<file path="src/rtl/arb_mux2.sv">
// Two-input packet-aware arbiter/mux: a packet, once started, keeps its input
// until its last word; new packets alternate round-robin. Output is registered.
module arb_mux2 #(
  parameter int WIDTH = 16
) (
  input  logic             Clk_CI,
  input  logic             Rst_RI,
  input  logic [WIDTH-1:0] In0_DI,
  input  logic             In0Valid_SI,
  input  logic             In0Last_SI,
  output logic             In0Ready_SO,
  input  logic [WIDTH-1:0] In1_DI,
  input  logic             In1Valid_SI,
  input  logic             In1Last_SI,
  output logic             In1Ready_SO,
  output logic [WIDTH-1:0] Out_DO,
  output logic             OutValid_SO,
  output logic             OutLast_SO,
  input  logic             OutReady_SI,
  output logic             Sel_SO
);

  typedef enum logic [1:0] {
    IDLE  = 2'd0,
    LOCK0 = 2'd1,
    LOCK1 = 2'd2
  } state_t;

  state_t           r_state;
  state_t           w_stateNext;
  logic             r_prio;
  logic             w_prioNext;

  logic             w_acc;
  logic             w_grantValid;
  logic             w_grantSel;
  logic             w_load;
  logic             w_selLast;
  logic [WIDTH-1:0] w_selData;

  logic [WIDTH-1:0] r_out;
  logic             r_outValid;
  logic             r_outLast;
  logic             r_sel;

  always_ff @(posedge Clk_CI) begin
    if (Rst_RI) begin
      r_state <= IDLE;
      r_prio  <= 1'b0;
    end else begin
      r_state <= w_stateNext;
      r_prio  <= w_prioNext;
    end
  end

  // Priority only moves when a new packet starts, so a locked packet never disturbs it.
  always_comb begin
    w_stateNext = r_state;
    w_prioNext  = r_prio;
    if (w_load) begin
      unique case (r_state)
        IDLE: begin
          w_prioNext = ~w_grantSel;
          if (!w_selLast) begin
            w_stateNext = w_grantSel ? LOCK1 : LOCK0;
          end
        end
        LOCK0, LOCK1: begin
          if (w_selLast) begin
            w_stateNext = IDLE;
          end
        end
        default: w_stateNext = IDLE;
      endcase
    end
  end

  always_comb begin
    w_grantValid = 1'b0;
    w_grantSel   = 1'b0;
    unique case (r_state)
      IDLE: begin
        if (In0Valid_SI && In1Valid_SI) begin
          w_grantValid = 1'b1;
          w_grantSel   = r_prio;
        end else if (In0Valid_SI) begin
          w_grantValid = 1'b1;
          w_grantSel   = 1'b0;
        end else if (In1Valid_SI) begin
          w_grantValid = 1'b1;
          w_grantSel   = 1'b1;
        end
      end
      LOCK0: begin
        w_grantValid = In0Valid_SI;
        w_grantSel   = 1'b0;
      end
      LOCK1: begin
        w_grantValid = In1Valid_SI;
        w_grantSel   = 1'b1;
      end
      default: begin
        w_grantValid = 1'b0;
        w_grantSel   = 1'b0;
      end
    endcase
  end

  assign w_acc       = ~r_outValid | OutReady_SI;
  assign w_load      = w_acc & w_grantValid & ~Rst_RI;
  assign In0Ready_SO = w_load & ~w_grantSel;
  assign In1Ready_SO = w_load & w_grantSel;

  assign w_selData = w_grantSel ? In1_DI : In0_DI;
  assign w_selLast = w_grantSel ? In1Last_SI : In0Last_SI;

  // Output stage: load replaces the held word in the same cycle it drains.
  always_ff @(posedge Clk_CI) begin
    if (Rst_RI) begin
      r_out      <= '0;
      r_outValid <= 1'b0;
      r_outLast  <= 1'b0;
      r_sel      <= 1'b0;
    end else if (w_load) begin
      r_out      <= w_selData;
      r_outValid <= 1'b1;
      r_outLast  <= w_selLast;
      r_sel      <= w_grantSel;
    end else if (w_acc) begin
      r_outValid <= 1'b0;
    end
  end

  assign Out_DO      = r_out;
  assign OutValid_SO = r_outValid;
  assign OutLast_SO  = r_outLast;
  assign Sel_SO      = r_sel;

  a_oneReady : assert property (@(posedge Clk_CI) !(In0Ready_SO && In1Ready_SO));
  a_noReadyInReset : assert property (@(posedge Clk_CI) Rst_RI |-> !(In0Ready_SO || In1Ready_SO));
  a_holdOnStall : assert property (@(posedge Clk_CI) disable iff (Rst_RI)
    (OutValid_SO && !OutReady_SI) |=> (OutValid_SO && $stable(Out_DO) && $stable(OutLast_SO) && $stable(Sel_SO)));

endmodule

</file>
<file path="config.mk">
export PLATFORM = sky130hd
export DESIGN_NAME = arb_mux2
export DESIGN_NICKNAME = d
export VERILOG_FILES = /design/src/rtl/arb_mux2.sv
export SDC_FILE = /design/constraint.sdc
export NUM_CORES = 1
export LEC_CHECK = 0
export CORE_AREA = 3 3 54 66
export DETAILED_ROUTE_END_ITERATION = 10
export DIE_AREA = 0 0 57 69
export PLACE_DENSITY_LB_ADDON = 0.2
export SYNTH_ARGS = -nofsm -noshare
export SYNTH_HDL_FRONTEND = slang
export SYNTH_SLANG_ARGS = --single-unit
export TNS_END_PERCENT = 5
</file>
<file path="constraint.sdc">
create_clock -name Clk_CI -period 2.05 [get_ports Clk_CI]
set_input_delay 0.205 -clock Clk_CI [delete_from_list [all_inputs] [get_ports Clk_CI]]
set_output_delay 0.205 -clock Clk_CI [all_outputs]
set_load 0.005 [all_outputs]
</file>
# Word-level counts from Yosys, hierarchy flattened
# Index checks and enable logic that the tools add are counted.
[word_totals] regBits=22 inputBits=39 word_cells=39
[classes] n_bitwise=8 muxes=15 n_eq_ne=4 n_reduce_logical=6
[op_table] cell="2-to-1 mux 16 bit" n=1
[op_table] cell="2-to-1 mux 1 bit" n=8
[op_table] cell="2-to-1 mux 2 bit" n=3
[op_table] cell="AND 1 bit" n=4
[op_table] cell="inequality test 2 bit, second input constant" n=2
[op_table] cell="one-hot mux 2 bit (2 select lines)" n=1
[op_table] cell="NOT 1 bit" n=3
[op_table] cell="one-hot mux 1 bit (3 select lines)" n=1
[op_table] cell="AND reduction 3 bit" n=1
[op_table] cell="== test 2 x 1 -> 1 bit, second input constant" n=1
[op_table] cell="== test 2 bit, second input constant" n=1
[op_table] cell="zero test 2 bit" n=1
[op_table] cell="one-hot mux 1 bit (2 select lines)" n=1
[op_table] cell="AND reduction 2 bit" n=1
[op_table] cell="nonzero test 2 bit" n=1
[op_table] cell="OR reduction 2 bit" n=1
[op_table] cell="logical AND 1 bit" n=1
[op_table] cell="bitwise OR 1 bit" n=1

# Depth between registers and ports, before layout
[depth] depth_word=7 ltp_mapped=7

# Worst setup path after synthesis
# OpenSTA, ideal clock, no wires.
[synth_timing] path_type="register to register" startpoint="register r_state[0]" endpoint="register r_state[1]" stages_incl_launch_ff=8 arrival_ns=1.799 setup_ns=0.057 synth_period_minus_slack_ns=1.856 path_slack_ns=0.194 cell_sequence="dfxtp_1 inv_1 ha_1 o21ai_1 a2111o_1 or3_1 nor3_1 a21o_1"
[synth_between] elab_chain_len=5
[synth_rtl] item="from (decl)" line="29" rtl="state_t r_state;"
[synth_rtl] item="from (signal assigned)" line="51" rtl="r_state <= w_stateNext;"
[synth_rtl] item="== test 2 bit, or another cell as far along" line="61, 81"
[synth_rtl] item="one-hot mux 1 bit (2 select lines) or one-hot mux 1 bit (3 select lines) (tied branches)" line="81" rtl="unique case (r_state)"
[synth_rtl] item="2-to-1 mux 2 bit, or another cell as far along" line="65" rtl="w_stateNext = w_grantSel ? LOCK1 : LOCK0;"
[synth_rtl] item="2-to-1 mux 2 bit, or another cell as far along" line="64" rtl="if (!w_selLast) begin"
[synth_rtl] item="one-hot mux 2 bit (2 select lines) or AND reduction 3 bit (tied branches)"
# Several ways; a longest one is shown, not always the timed one. The select of a mux whose other input is x is not followed.
# A chain may end at the register's enable or synchronous reset.

# Final worst setup path
# Ends and elaborated chain as after synthesis.

==> impl_metrics.tcl <==
set metrics [dict create \
    fmax_mhz 491.2 \
    gp_congestion 0.8014 \
    async_flop_share 0 \
    cts_tree "yes" \
    synth_area_leaders "dfxtp_1 (38%), mux2i_1 (15%), a211oi_2 (12%)" \
    die_area_um2 3933 \
    p_leak_nw 0.8012 \
    start_kind "flop" \
    ant_nets 0 \
    dp_cells 213 \
    post-place-ws_ps -64.44 \
    synth_ff_type "dfxtp_1" \
    start_util 0.3839 \
    total_power_mw 1.220 \
    finalSetupViolCount 0 \
    fp-row-count 22 \
    n_antenna_cell 0 \
    grt_first_pass_wirelength_mm 5.133 \
    run_status "completed" \
    stdcell_count 219 \
    grt_pass1_vias 1134 \
    antenna_found_initial 0 \
    ff2ff_setup_slack_ps 10 \
    worstMarginPinSlew_ps 330.6 \
    yosysUniqueCellTypes 30 \
    power_density_nw_per_um2 625.6 \
    rsz0062_at_grt "true" \
    clockBufferDepth 2 \
    cts_sinks 22 \
    skew_ps 5.110 \
    syn_inst 116 \
    syn_nets 159 \
    port_buffers 59 \
    yosysSeqAreaShare 0.3789 \
    slew_violations 0 \
    cts-root-buf "clkbuf_4" \
    min_period_ps 2036 \
    track_usage 0.1573 \
    grt_overflow 0 \
    dp_hpwl_mm 2.230 \
    coreArea_um2 3028 \
    drt_iter0_drc 2 \
    yosys.area.top_type "dfxtp_1" \
    cp-end-kind "flop" \
    nets 228 \
    critPathArrivalTime_ps 2280 \
    worstPathMaxFanout 3 \
    yosysWarnings 0 \
    hold_viol 0 \
    wirelength_mm 3.082 \
    critical_path_required_ps 2290 \
    clk_latency_ps 300 \
    area_delta_synth_final_pct 67.71 \
    yosysMostFrequentCell "dfxtp_1" \
    detailroute.via_count 1118 \
    die_x_um 57 \
    synth.avg_cell_area_um2 10.02 \
    drt-pass1-iter-count 2 \
    grt_max_degree 24 \
    fin_util 0.6438 \
    drv_cap 0 \
    synth_commonest_cells "dfxtp_1 (22), nor2_1 (20), mux2i_1 (17)" \
    drc_errors 0 \
    finalCritPeriodShare 0.9932 \
    synth_area_um2 1162 \
    ios 60 \
    slew_headroom 0.7796 \
    peakVddDrop_mv 0.4805 \
    layout-drive-gt1-share 0.2350 \
    wire_per_inst_um 14.07 \
    cts_buffers 3 \
    ys_ff_latch 22 \
    vias_per_cell 5.105 \
    clk_pin_slew_ps 120 \
    synth_edf_count 0 \
    worst_hold_path_type "flop to flop" \
    die_h_um 69 \
    hold_slack_ps 478.2 \
    critPathKind "flop to flop" \
    synth_top_area_share 0.3789 \
    cts_max_level 1 \
    setup_slack_ps 14.03 \
]
-- cell type report --
class / instances / area [µm²]
timing repair buffer: 72 / 689.4
clock buffer: 3 / 22.52
sequential: 22 / 447.9
tap: 36 / 45.04
fill: 272 / 1079
inverter: 3 / 16.27
multi-input combinational: 83 / 728.2
-- worst paths after layout --
kind / startpoint / to / depth (start not counted)
setup / recovery: r_state[0] / r_state[1] / 9
hold / removal: r_prio / r_prio / 2
setup reg to reg: r_state[0] / r_state[1] / 9
hold reg to reg: r_prio / r_prio / 2
-- kinds of logic (layout without fill, tap and decap cells) --
| group | Yosys count | after routing | synth area share |
|---|---|---|---|
| AO/OA/AOI/OAI | 30 | 30 | 0.2573 |
| multiplexers | 17 | 17 | 0.1464 |
| flip-flops | 22 | 22 | 0.3789 |
| adder cells (fa/ha/maj) | 4 | 4 | 0.04306 |
| AND/OR/NAND/NOR | 32 | 32 | 0.1216 |
| buffers and inverters | 11 | 78 | 0.05274 |
-- cells in the final DEF, fill, tap and decap left out, types with 2 or more instances in the layout --
cell type        netlist  final
ha_4                   0      3
dfxtp_1               22     20
dfxtp_4                0      2
buf_4                  1     12
a21o_1                 2      2
a211oi_2              11     11
nand2_1                2      2
a211oi_1               6      6
clkbuf_4               0      3
clkdlybuf4s50_1        0     57
nand2b_1               3      3
dlygate4sd2_1          0      2
nor2_1                20     19
nor3_2                 0      2
inv_4                  0      2
mux2i_1               17     17
-- flip-flops by register name, indices dropped and copies added, names as in the netlist --
name	cells
OutLast_SO	1
r_state	2
r_prio	1
Out_DO	16
Sel_SO	1
OutValid_SO	1
-- worst max-delay path: stages (launching register included) --
cell,delay [ps]
dfxtp_4,390
inv_4,80
ha_4,150
o21ai_2,60
a2111o_1,460
buf_4,160
buf_6,110
or3_4,370
nor3_2,110
a21o_1,100
-- power by group --
part	total (mW)	switching [mW]	leakage (nW)	internal, mW
clock	0.192	0.123	0.0138	0.0683
combinational	0.515	0.217	0.604	0.298
sequential	0.513	0.0327	0.183	0.480
total	1.22	0.373	0.801	0.846
-- stage by stage --
step / area (µm²) / TNS (ps)
finish: 1949 / 0
global route: 1949 / -212.4
CTS: 1892 / -94.23
detailed placement: 1829 / -65.44
global placement: 1829 / -16.66
floorplan: 1162 / 0
-- metal layers --
metal  track usage  vias to the layer above  part of all wire
li1              -                      559                 -
met1        0.1915                      518              0.41
met2        0.2579                       35              0.50
met3       0.05056                        6             0.070
met4       0.05155                        0             0.020
met5             0                        -                 0
-- repair_timing --
| item | in CTS | in global routing |
|---|---|---|
| gates resized for setup | 10 | 12 |
| pin swaps | 2 | 1 |
| setup endpoints to repair | 2 | 4 |
| hold buffers | 0 | 0 |
| setup buffers | 3 | 0 |
Note: power is estimated with default switching activity, not from simulation.
